[src/rtl/pipe_pkg.sv]
// Shared constants for the pipeline stage registers: skid FSM state codes and
// the control/payload widths and bubble control values for each stage boundary.
package pipe_pkg;

  localparam logic [1:0] ST_EMPTY = 2'd0;
  localparam logic [1:0] ST_ONE   = 2'd1;
  localparam logic [1:0] ST_TWO   = 2'd2;

  localparam int IFID_CTRL_W  = 2;
  localparam int IFID_DATA_W  = 64;
  localparam int IDEX_CTRL_W  = 12;
  localparam int IDEX_DATA_W  = 96;
  localparam int EXMEM_CTRL_W = 8;
  localparam int EXMEM_DATA_W = 64;
  localparam int MEMWB_CTRL_W = 6;
  localparam int MEMWB_DATA_W = 64;

  // Bubble control vectors must keep reg-write and mem-write deasserted.
  localparam logic [IFID_CTRL_W-1:0]  IFID_NOP_CTRL  = '0;
  localparam logic [IDEX_CTRL_W-1:0]  IDEX_NOP_CTRL  = '0;
  localparam logic [EXMEM_CTRL_W-1:0] EXMEM_NOP_CTRL = '0;
  localparam logic [MEMWB_CTRL_W-1:0] MEMWB_NOP_CTRL = '0;

endpackage

[src/rtl/pipe_stage_reg.sv]
// Pipeline stage register with valid/ready handshake, a one-entry skid for
// registered ready, flush-to-bubble and a saturating stall-cycle counter.
module pipe_stage_reg
  import pipe_pkg::*;
#(
  parameter int                 DATA_W   = 64,
  parameter int                 CTRL_W   = 6,
  parameter logic [CTRL_W-1:0]  NOP_CTRL = '0,
  parameter int                 CNT_W    = 16
) (
  input  logic              clk,
  input  logic              rst,
  input  logic              in_valid,
  output logic              in_ready,
  input  logic [CTRL_W-1:0] in_ctrl,
  input  logic [DATA_W-1:0] in_data,
  input  logic              flush,
  output logic              out_valid,
  input  logic              out_ready,
  output logic [CTRL_W-1:0] out_ctrl,
  output logic [DATA_W-1:0] out_data,
  output logic [CNT_W-1:0]  stall_cnt
);

  logic [1:0]        state_q, state_d;
  logic              in_ready_q, in_ready_d;
  logic [CTRL_W-1:0] main_ctrl_q, main_ctrl_d, skid_ctrl_q, skid_ctrl_d;
  logic [DATA_W-1:0] main_data_q, main_data_d, skid_data_q, skid_data_d;
  logic [CNT_W-1:0]  cnt_q, cnt_d;
  logic              acc, drn;

  assign out_valid = (state_q == ST_ONE) || (state_q == ST_TWO);
  assign acc       = in_valid & in_ready_q;
  assign drn       = out_valid & out_ready;

  always_comb begin
    state_d     = state_q;
    main_ctrl_d = main_ctrl_q;
    main_data_d = main_data_q;
    skid_ctrl_d = skid_ctrl_q;
    skid_data_d = skid_data_q;
    case (state_q)
      ST_EMPTY: if (acc) begin
        state_d     = ST_ONE;
        main_ctrl_d = in_ctrl;
        main_data_d = in_data;
      end
      ST_ONE: begin
        if (acc && drn) begin
          main_ctrl_d = in_ctrl;
          main_data_d = in_data;
        end else if (acc) begin
          state_d     = ST_TWO;
          skid_ctrl_d = in_ctrl;
          skid_data_d = in_data;
        end else if (drn) begin
          state_d = ST_EMPTY;
        end
      end
      ST_TWO: if (drn) begin
        state_d     = ST_ONE;
        main_ctrl_d = skid_ctrl_q;
        main_data_d = skid_data_q;
      end
      default: state_d = ST_EMPTY;
    endcase
    // Flush discards the held entries and any concurrent input; payload is left as-is.
    if (flush) begin
      state_d     = ST_EMPTY;
      main_ctrl_d = main_ctrl_q;
      main_data_d = main_data_q;
      skid_ctrl_d = skid_ctrl_q;
      skid_data_d = skid_data_q;
    end
  end

  assign in_ready_d = (state_d != ST_TWO);

  always_comb begin
    cnt_d = cnt_q;
    if (out_valid && !out_ready && (cnt_q != {CNT_W{1'b1}}))
      cnt_d = cnt_q + CNT_W'(1);
  end

  always_ff @(posedge clk or posedge rst) begin
    if (rst) begin
      state_q     <= ST_EMPTY;
      in_ready_q  <= 1'b1;
      main_ctrl_q <= '0;
      main_data_q <= '0;
      skid_ctrl_q <= '0;
      skid_data_q <= '0;
      cnt_q       <= '0;
    end else begin
      state_q     <= state_d;
      in_ready_q  <= in_ready_d;
      main_ctrl_q <= main_ctrl_d;
      main_data_q <= main_data_d;
      skid_ctrl_q <= skid_ctrl_d;
      skid_data_q <= skid_data_d;
      cnt_q       <= cnt_d;
    end
  end

  assign in_ready  = in_ready_q;
  assign out_ctrl  = out_valid ? main_ctrl_q : NOP_CTRL;
  assign out_data  = main_data_q;
  assign stall_cnt = cnt_q;

endmodule
[config.mk]
export PLATFORM = sky130hd
export DESIGN_NAME = pipe_stage_reg
export DESIGN_NICKNAME = d
export VERILOG_FILES = /design/src/rtl/pipe_pkg.sv /design/src/rtl/pipe_stage_reg.sv
export SDC_FILE = /design/constraint.sdc
export NUM_CORES = 1
export LEC_CHECK = 0
export CAP_MARGIN = 20
export CORE_UTILIZATION = 54
export DETAILED_ROUTE_END_ITERATION = 12
export PLACE_DENSITY = 0.95
export SYNTH_ARGS = -nofsm -noshare
export SYNTH_HDL_FRONTEND = slang
export SYNTH_SLANG_ARGS = --single-unit
[constraint.sdc]
create_clock -name clk -period 11.56 [get_ports clk]
set_input_delay 2.312 -clock clk [delete_from_list [all_inputs] [get_ports clk]]
set_output_delay 2.312 -clock clk [all_outputs]
set_load 0.05 [all_outputs]
==> results of run 1 <==
[flip-flops by register name, indices dropped and copies added (netlist names)]
name         cells
main_ctrl_q      6
out_data        64
state_q          2
skid_ctrl_q      6
skid_data_q     64
in_ready         1
stall_cnt       16
[kinds of logic after synthesis]
kind of cell	synth area share
flops	0.5554
mux	0.2481
compound gates	0.06338
simple gates	0.06985
fa+ha+maj	0.008731
xor+xnor	0.01711
buf+inv	0.03737
[power breakdown]
group	internal (uW)	leakage [uW]	total, uW	switching [uW]
Clock	350	0.000286	570	220
Sequential	741	0.00196	867	125
Combinational	339	0.00192	781	442
[final timing paths]
path	endpoint	cells after the start
max	out_ctrl[5]	4
min	out_data[49]$_DFFE_PP0P_	2
max reg2reg	main_ctrl_q[0]$_DFFE_PP0P_	7
min reg2reg	out_data[49]$_DFFE_PP0P_	2
max in group asynchronous	skid_data_q[49]$_DFFE_PP0P_	3
min in group asynchronous	skid_data_q[12]$_DFFE_PP0P_	2
[through the flow]
stage,util,instances,hold slack [ns]
6_report,0.7393,892,0.4774
5_1_grt,0.7393,892,0.5083
4_1_cts,0.7371,891,0.4846
3_5_place_dp,0.6901,859,0.4715
3_3_place_gp,0.6901,859,0.4558
2_1_floorplan,-,552,0.4424
[cell type report]
class | instances | area [um^2] | share of cell area
Clock buffer | 22 | 464.2 | 0.04916
Clock inverter | 10 | 136.4 | 0.01444
Inverter | 5 | 23.77 | 0.002518
Multi-Input combinational cell | 357 | 2944 | 0.3118
Sequential cell | 159 | 3980 | 0.4215
Tap cell | 172 | 215.2 | 0.02279
Timing Repair Buffer | 167 | 1679 | 0.1778
[worst reg2reg max path: cells and delay by family (launching register included)]
family | cells | cell delay [ns]
DFF | 1 | 0.46
AOI/OAI and AO/OA | 2 | 1.02
adders and majority gates | 1 | 0.43
buffers and inverters | 2 | 0.92
and+or+nand+nor | 2 | 0.25
[layout by cell type, fill, tap and decap left out, types with 2 or more instances in the layout]
master and n:
nor3_1 2, dfrtp_1 158, and3_1 3, bufinv_16 3, clkbuf_8 2, o21ai_0 71
clkinvlp_4 3, mux2i_1 70, clkdlybuf4s50_1 162, ha_1 4, nand3_1 8, buf_4 4
and2_1 6, clkbuf_1 3, mux2_4 71, xnor2_1 12, inv_1 4, clkbuf_16 17
and4_1 2, nand4_1 4, xor2_1 2, nor2_1 5, nand2_1 78, clkinv_2 3
a21oi_1 4
[per-layer routing]
metal	vias to the layer above	share of wire
met5	-	0
met1	2437	0.41
li1	2236	-
met3	45	0.055
met2	171	0.51
met4	0	0.030
==> results.sh, run 1 <==
export IMPL_status="complete, no violations"
export IMPL_io_pins=163
export IMPL_pre_cts_ws_ns=6.397
export IMPL_drv_slew=0
export IMPL_ir_worst_vdd_mv=0.1614
export IMPL_worst_pin_slew_ns=0.9345
export IMPL_first_pass_iters=4
export IMPL_dp_hpwl_um=10620
export IMPL_cts_resized=0
export IMPL_final_hold_violation_count=0
export IMPL_grt_pass1_vias=5128
export IMPL_crit_path_start_kind="flip-flop"
export IMPL_end_kind="output pin"
export IMPL_netlist_area_leader_share=0.5518
export IMPL_cp_buffers_inverters=2
export IMPL_fin_nets=787
export IMPL_antenna_found_initial=0
export IMPL_fp_dieW_um=117.2
export IMPL_num_rows=41
export IMPL_finalWirelength_um=16530
export IMPL_ys_ff_latch=159
export IMPL_routedWlPerCell_um=18.53
export IMPL_grt_pass1_wl_um=26140
export IMPL_cts_hold_buf=0
export IMPL_fillCellCount=770
export IMPL_dpl_cell_area_um2=8815
export IMPL_async_reset_ff_frac=1.000
export IMPL_htreeDepth=4
export IMPL_avgSynthCellArea_um2=12.98
export IMPL_synth_top_cell_by_area="dfrtp_1"
export IMPL_core_area_um2=12770
export IMPL_min_period_over_period=0.4182
export IMPL_vias=4889
export IMPL_clockBufferDepth=2
export IMPL_ant_nets=0
export IMPL_grtUsageMet1=0.3105
export IMPL_final_area_um2=9443
export IMPL_reg2reg_slack_ns=8.29
export IMPL_post_synth_top_count_cell="dfrtp_1"
export IMPL_grt_util_all_layers=0.2551
export IMPL_maxSlewHeadroom=0.3770
export IMPL_grtUsageMet3=0.06746
export IMPL_p_per_area_nw_per_um2=234.9
export IMPL_syn2layout_area_growth_pct=31.78
export IMPL_p_total_uw=2218
export IMPL_setup_viol=0
export IMPL_top_usage_layer="met2"
export IMPL_clock_skew_ns=0.006603
export IMPL_holdCritPathClass="flip-flop to flip-flop"
export IMPL_synthesis_nets=632
export IMPL_start_util=0.5610
export IMPL_leakagePower_uw=0.004160
export IMPL_fin_ws_ns=6.725
export IMPL_drt_iter0_markers=324
export IMPL_crit_path_max_fanout=10
export IMPL_via_per_inst=5.481
export IMPL_cts_tree="yes"
export IMPL_arrival_ns=2.52
export IMPL_slowest_stage="clkdlybuf4s50_1"
export IMPL_io_buffers=162
export IMPL_layout_min_cycle_time_ns=4.835
export IMPL_netlist_area_um2=7166
export IMPL_synth_ff_type="dfrtp_1"
export IMPL_crit_chain="inv_1 > ha_1 > and2_1 > clkdlybuf4s50_1"
export IMPL_place_gp_congestion=0.7958
export IMPL_cts_root_buf="clkbuf_16"
export IMPL_die_h_um=117.2
export IMPL_synthCells=552
export IMPL_grt_ovfl_total=0
export IMPL_clkSinkCount=159
export IMPL_ys_types=37
export IMPL_crit_required_ns=9.25
export IMPL_ys_seq_area_frac=0.5554
export IMPL_hp_start="out_data[49]$_DFFE_PP0P_"
export IMPL_max_cap_violations=0
export IMPL_ys_top_cells_by_area="dfrtp_1 55%, mux2_4 15%, mux2i_1 9.8%"
export IMPL_r2r_start="state_q[1]$_DFF_PP0_"
export IMPL_synth_commonest_cells="158 x dfrtp_1, 78 x nand2_1, 71 x mux2_4, 71 x o21ai_0, 70 x mux2i_1"
export IMPL_ys_warn_count=0
export IMPL_dieArea_um2=13730
export IMPL_post_route_drc_count=0
export IMPL_finalSetupTns_ns=0
export IMPL_use_met2=0.4251
export IMPL_crit_type="flip-flop to output pin"
export IMPL_max_stage_delay_ns=0.83
export IMPL_layout_drive_gt1_share=0.1597
export IMPL_synth_edf_count=0
export IMPL_clkTransAtPathRegs_ns=0.06
export IMPL_clkLatencyLatePin_ns=0.42
export IMPL_grt_max_degree=107
export IMPL_cp_top_family="buffers and inverters"
export IMPL_max_freq_mhz=206.8
export IMPL_crit_start="state_q[1]$_DFF_PP0_"
export IMPL_post_cts_buffers=0
export IMPL_num_antenna_cells=0
export IMPL_cts_inserted_buffers=17
export IMPL_rsz0062_at_grt="false"
Note: power is estimated with default switching activity, not from simulation.
==> inputs of run 2 (changes only) <==
--- a/config.mk
+++ b/config.mk
@@ -6,9 +6,9 @@
 export NUM_CORES = 1
 export LEC_CHECK = 0
 export CAP_MARGIN = 20
-export CORE_UTILIZATION = 54
+export CORE_UTILIZATION = 46
 export DETAILED_ROUTE_END_ITERATION = 12
-export PLACE_DENSITY = 0.95
+export PLACE_DENSITY = 0.87
 export SYNTH_ARGS = -nofsm -noshare
 export SYNTH_HDL_FRONTEND = slang
 export SYNTH_SLANG_ARGS = --single-unit
==> constraint.sdc (replaced) <==
create_clock -name clk -period 4.19 [get_ports clk]
set_input_delay 0.838 -clock clk [delete_from_list [all_inputs] [get_ports clk]]
set_output_delay 0.838 -clock clk [all_outputs]
set_load 0.05 [all_outputs]
==> results.sh, run 2 (synthesis gave the netlist of run 1 again) <==
export IMPL_io_buffers=162
export IMPL_crit_required_ns=3.35
export IMPL_status="complete, no violations"
export IMPL_cts_root_buf="clkbuf_16"
export IMPL_syn2layout_area_growth_pct=33.26
export IMPL_p_per_area_nw_per_um2=657.0
export IMPL_crit_path_start_kind="flip-flop"
export IMPL_holdCritPathClass="flip-flop to flip-flop"
export IMPL_arrival_ns=2.43
export IMPL_drv_slew=0
export IMPL_cts_inserted_buffers=17
export IMPL_internal_power_uw=4147
export IMPL_finalWirelength_um=15540
export IMPL_clock_skew_ns=0.007346
export IMPL_p_total_uw=6274
export IMPL_num_antenna_cells=0
export IMPL_crit_path_max_fanout=10
export IMPL_rsz0062_at_grt="false"
export IMPL_cp_top_family="buffers and inverters"
export IMPL_grt_pass1_vias=5181
export IMPL_ant_nets=0
export IMPL_maxSlewHeadroom=0.4422
export IMPL_layout_drive_gt1_share=0.1602
export IMPL_grt_pass1_wl_um=25830
export IMPL_top_layer="met4"
export IMPL_max_stage_delay_ns=0.80
export IMPL_start_util=0.4714
export IMPL_dieArea_um2=16080
export IMPL_antenna_found_initial=0
export IMPL_num_rows=45
export IMPL_setup_viol=0
export IMPL_max_freq_mhz=305.7
export IMPL_clkSinkCount=159
export IMPL_grt_util_all_layers=0.2052
export IMPL_grt_max_degree=160
export IMPL_end_kind="output pin"
export IMPL_io_pins=163
export IMPL_power_net_switching_uw=2127
export IMPL_worst_pin_slew_ns=0.8366
export IMPL_layout_min_cycle_time_ns=3.271
export IMPL_die_h_um=126.8
export IMPL_clkLatencyLatePin_ns=0.41
export IMPL_via_per_inst=5.292
export IMPL_cp_buffers_inverters=2
export IMPL_cts_tree="yes"
export IMPL_route_met2_wl_um=7564
export IMPL_place_gp_congestion=0.8782
export IMPL_core_area_um2=15200
export IMPL_crit_type="flip-flop to output pin"
export IMPL_power_frac_clock=0.280
export IMPL_layout_commonest_cell="clkdlybuf4s50_1"
export IMPL_routedWlPerCell_um=17.15
export IMPL_min_period_over_period=0.7807
export IMPL_swShare=0.3390
export IMPL_htreeDepth=4
export IMPL_ir_worst_vdd_mv=0.3434
export IMPL_fin_nets=786
export IMPL_final_cell_mix="162 x clkdlybuf4s50_1, 158 x dfrtp_1, 78 x nand2_1, 71 x mux2_4, 71 x o21ai_0"
export IMPL_grt_ovfl_total=0
export IMPL_vias=4795
export IMPL_clockBufferDepth=2
export IMPL_drt_iter0_markers=248
export IMPL_cts_resized=0
export IMPL_leakagePower_uw=0.004207
export IMPL_first_pass_iters=4
export IMPL_max_cap_violations=0
export IMPL_seqPwrFrac=0.379
export IMPL_slowest_stage="clkdlybuf4s50_1"
export IMPL_post_cts_buffers=0
export IMPL_wl_met1_um=7008
export IMPL_dp_hpwl_um=10000
export IMPL_final_hold_violation_count=0
export IMPL_post_route_drc_count=0
export IMPL_clkTransAtPathRegs_ns=0.06
export IMPL_wl_met3_um=711
export IMPL_crit_chain="inv_1 > ha_1 > and2_1 > clkdlybuf4s50_1"
export IMPL_combPwrFrac=0.341
export IMPL_fp_dieW_um=126.8
export IMPL_cts_hold_buf=0
export IMPL_finalSetupTns_ns=0
-- run 2: cell types whose count changed in the layout (fill, tap and decap cells not counted), sizes merged --
cell,change
buf,-1
bufinv,+3
clkbuf,-1
clkinvlp,-2
inv,-1
-- run 2: final timing paths --
kind	startpoint	to	slack, ns	depth (start not counted)
max in group asynchronous	rst	main_ctrl_q[0]$_DFFE_PP0P_	2.53	3
worst min-delay path	main_ctrl_q[1]$_DFFE_PP0P_	main_ctrl_q[1]$_DFFE_PP0P_	0.48	2
worst max-delay path	state_q[1]$_DFF_PP0_	out_ctrl[0]	0.92	4
worst max register to register	state_q[0]$_DFF_PP0_	out_data[19]$_DFFE_PP0P_	1.66	6
min in group asynchronous	rst	out_data[28]$_DFFE_PP0P_	1.03	3
worst min register to register	main_ctrl_q[1]$_DFFE_PP0P_	main_ctrl_q[1]$_DFFE_PP0P_	0.48	2
-- run 2: per-layer routing --
layer / global-route usage / up-vias
met5: 0 / -
met3: 0.05146 / 23
met2: 0.3329 / 142
li1: - / 2225
met4: 0.07423 / 0
met1: 0.2675 / 2405
-- run 2: area by class of cell --
type / instances / area, um^2
Fill cell: 1133 / 5653
Timing Repair Buffer: 166 / 1689
Inverter: 5 / 22.52
Tap cell: 188 / 235.2
Clock inverter: 10 / 207.7
Clock buffer: 21 / 470.5
Multi-Input combinational cell: 357 / 2944
Sequential cell: 159 / 3980
-- run 2: power by group through the flow --
| stage | combinational (uW) | clock (uW) | sequential [uW] |
|---|---|---|---|
| finish | 2140 | 1750 | 2380 |
| global route | 2260 | 1860 | 2440 |
| CTS | 2160 | 1780 | 2380 |
| detailed placement | 2150 | 0 | 2380 |
| global placement | 2090 | 0 | 2350 |
| floorplan | 799 | 0 | 3010 |
-- run 2: metrics by stage --
stage	setup slack [ns]	std cells	area [um^2]	hold slack (ns)	util
2_1_floorplan	1.338	552	7169	0.4424	-
3_3_place_gp	1.436	875	8871	0.4623	0.5835
3_5_place_dp	1.376	875	8871	0.4700	0.5835
4_1_cts	0.9003	906	9549	0.4834	0.6281
5_1_grt	0.7755	906	9549	0.5138	0.6281
6_report	0.9188	906	9549	0.4787	0.6281
-- run 2: worst reg2reg max path, cell delays in order (launching register included) --
cell and delay [ns]:
dfrtp_1 0.42, inv_1 0.16, ha_4 0.56, inv_1 0.24, o221ai_4 0.27, buf_12 0.42
o21ai_0 0.31
==> inputs of run 3 (changes only) <==
==> constraint.sdc (replaced) <==
create_clock -name clk -period 3 [get_ports clk]
set_input_delay 0.6 -clock clk [delete_from_list [all_inputs] [get_ports clk]]
set_output_delay 0.6 -clock clk [all_outputs]
set_load 0.05 [all_outputs]
==> results.sh, run 3 (synthesis gave the netlist of run 1 again) <==
export IMPL_status="complete, no violations"
export IMPL_worst_pin_slew_ns=0.8289
export IMPL_grt_max_degree=160
export IMPL_setup_viol=0
export IMPL_io_pins=163
export IMPL_crit_start="state_q[1]$_DFF_PP0_"
export IMPL_finalWirelength_um=15500
export IMPL_grt_pass1_vias=5173
export IMPL_hp_start="out_data[48]$_DFFE_PP0P_"
export IMPL_dp_hpwl_um=10140
export IMPL_cts_root_buf="clkbuf_16"
export IMPL_cts_tree="yes"
export IMPL_maxSlewHeadroom=0.4474
export IMPL_clkSinkCount=159
export IMPL_dieArea_um2=16080
export IMPL_crit_required_ns=2.40
export IMPL_grt_ovfl_total=0
export IMPL_rsz0062_at_grt="false"
export IMPL_p_per_area_nw_per_um2=881.3
export IMPL_crit_type="flip-flop to output pin"
export IMPL_end_kind="output pin"
export IMPL_fp_dieW_um=126.8
export IMPL_syn2layout_area_growth_pct=31.92
export IMPL_core_area_um2=15200
export IMPL_layout_drive_gt1_share=0.1583
export IMPL_first_pass_iters=4
export IMPL_die_h_um=126.8
export IMPL_cts_inserted_buffers=17
export IMPL_max_freq_mhz=362.8
export IMPL_place_gp_congestion=0.8370
export IMPL_max_cap_violations=0
export IMPL_start_util=0.4714
export IMPL_clkTransAtPathRegs_ns=0.06
export IMPL_vias=4774
export IMPL_layout_min_cycle_time_ns=2.756
export IMPL_drv_slew=0
export IMPL_io_buffers=162
export IMPL_crit_path_start_kind="flip-flop"
export IMPL_clkLatencyLatePin_ns=0.42
export IMPL_fillCellCount=1153
export IMPL_routedWlPerCell_um=17.06
export IMPL_crit_path_max_fanout=10
export IMPL_antenna_found_initial=0
export IMPL_ant_nets=0
export IMPL_grt_pass1_wl_um=25630
export IMPL_num_antenna_cells=0
export IMPL_r2r_start="state_q[1]$_DFF_PP0_"
export IMPL_post_route_drc_count=0
export IMPL_final_hold_violation_count=0
export IMPL_clock_skew_ns=0.01112
export IMPL_clockBufferDepth=2
export IMPL_grt_util_all_layers=0.2030
export IMPL_leakagePower_uw=0.004194
export IMPL_via_per_inst=5.258
export IMPL_fin_nets=787
export IMPL_drt_iter0_markers=199
export IMPL_cts_hold_buf=0
export IMPL_final_cell_mix="158 x dfrtp_1, 155 x clkdlybuf4s50_1, 78 x nand2_1, 71 x mux2_4, 71 x o21ai_0"
export IMPL_layout_commonest_cell="dfrtp_1"
export IMPL_arrival_ns=2.16
export IMPL_post_cts_buffers=0
export IMPL_holdCritPathClass="flip-flop to flip-flop"
export IMPL_htreeDepth=4
export IMPL_seq_area_um2=3980
export IMPL_ir_worst_vdd_mv=0.4711
export IMPL_min_period_over_period=0.9187
export IMPL_multi_input_comb_area_um2=2944
export IMPL_num_rows=45
export IMPL_finalSetupTns_ns=0
export IMPL_p_total_uw=8331
-- run 3: cell types whose count changed in the layout (fill, tap and decap cells not counted) --
| cell | change |
|---|---|
| clkinv_2 | +1 |
| bufinv_16 | -5 |
| clkbuf_8 | -1 |
| buf_12 | +2 |
| dlymetal6s2s_1 | +1 |
| clkinv_4 | +1 |
| dlygate4sd2_1 | +6 |
| clkinvlp_4 | +2 |
| clkbuf_1 | +3 |
| buf_4 | -1 |
| clkdlybuf4s50_1 | -7 |
-- run 3: path summary, 6_finish.rpt --
path,endpoint,slack [ns],cells past startpoint
max in group asynchronous,skid_data_q[58]$_DFFE_PP0P_,1.59,3
min reg2reg,out_data[48]$_DFFE_PP0P_,0.48,2
min in group asynchronous,out_data[28]$_DFFE_PP0P_,0.80,3
max reg2reg,stall_cnt[1]$_DFFE_PP0P_,0.58,5
max,out_ctrl[3],0.24,4
min,out_data[48]$_DFFE_PP0P_,0.48,2
-- run 3: metal layers --
layer	vias to the layer above	part of all wire	track usage	wire length (um)
li1	2235	-	-	-
met5	-	0	0	0
met3	24	0.046	0.04808	719
met1	2362	0.45	0.2612	6970
met2	153	0.48	0.3332	7477
met4	0	0.021	0.07773	329
-- run 3: critical path, cell delays in order, from the launching register on --
cell,delay (ns)
dfrtp_1,0.46
inv_1,0.11
ha_1,0.47
and2_1,0.18
dlygate4sd2_1,0.53
-- run 3: area by class of cell --
cell class / count / share of cell area
Clock buffer: 23 / 0.04950
Clock inverter: 9 / 0.009133
Inverter: 5 / 0.002383
Multi-Input combinational cell: 357 / 0.3114
Sequential cell: 159 / 0.4210
Tap cell: 188 / 0.02488
Timing Repair Buffer: 167 / 0.1816
-- run 3: metrics by stage --
step / std cells / area [um^2] / utilization / setup slack, ns / hold WS, ns
after global placement: 876 / 8904 / 0.5857 / 0.5102 / 0.4616
after floorplan: 552 / 7169 / - / 0.3860 / 0.4424
final: 908 / 9453 / 0.6218 / 0.2438 / 0.4777
after detailed placement: 876 / 8904 / 0.5857 / 0.4307 / 0.4703
after global routing: 908 / 9453 / 0.6218 / 0.1429 / 0.4960
after CTS: 908 / 9450 / 0.6216 / 0.09296 / 0.4841
-- run 3: repair_timing --
item,in CTS,in global routing
setup endpoints to repair,6,1
pin swaps,0,0
gates resized for setup,6,1
-- run 3: power by group --
| part | switching [uW] | internal, uW |
|---|---|---|
| registers | 460 | 2860 |
| logic | 1690 | 1300 |
| clock network | 836 | 1190 |
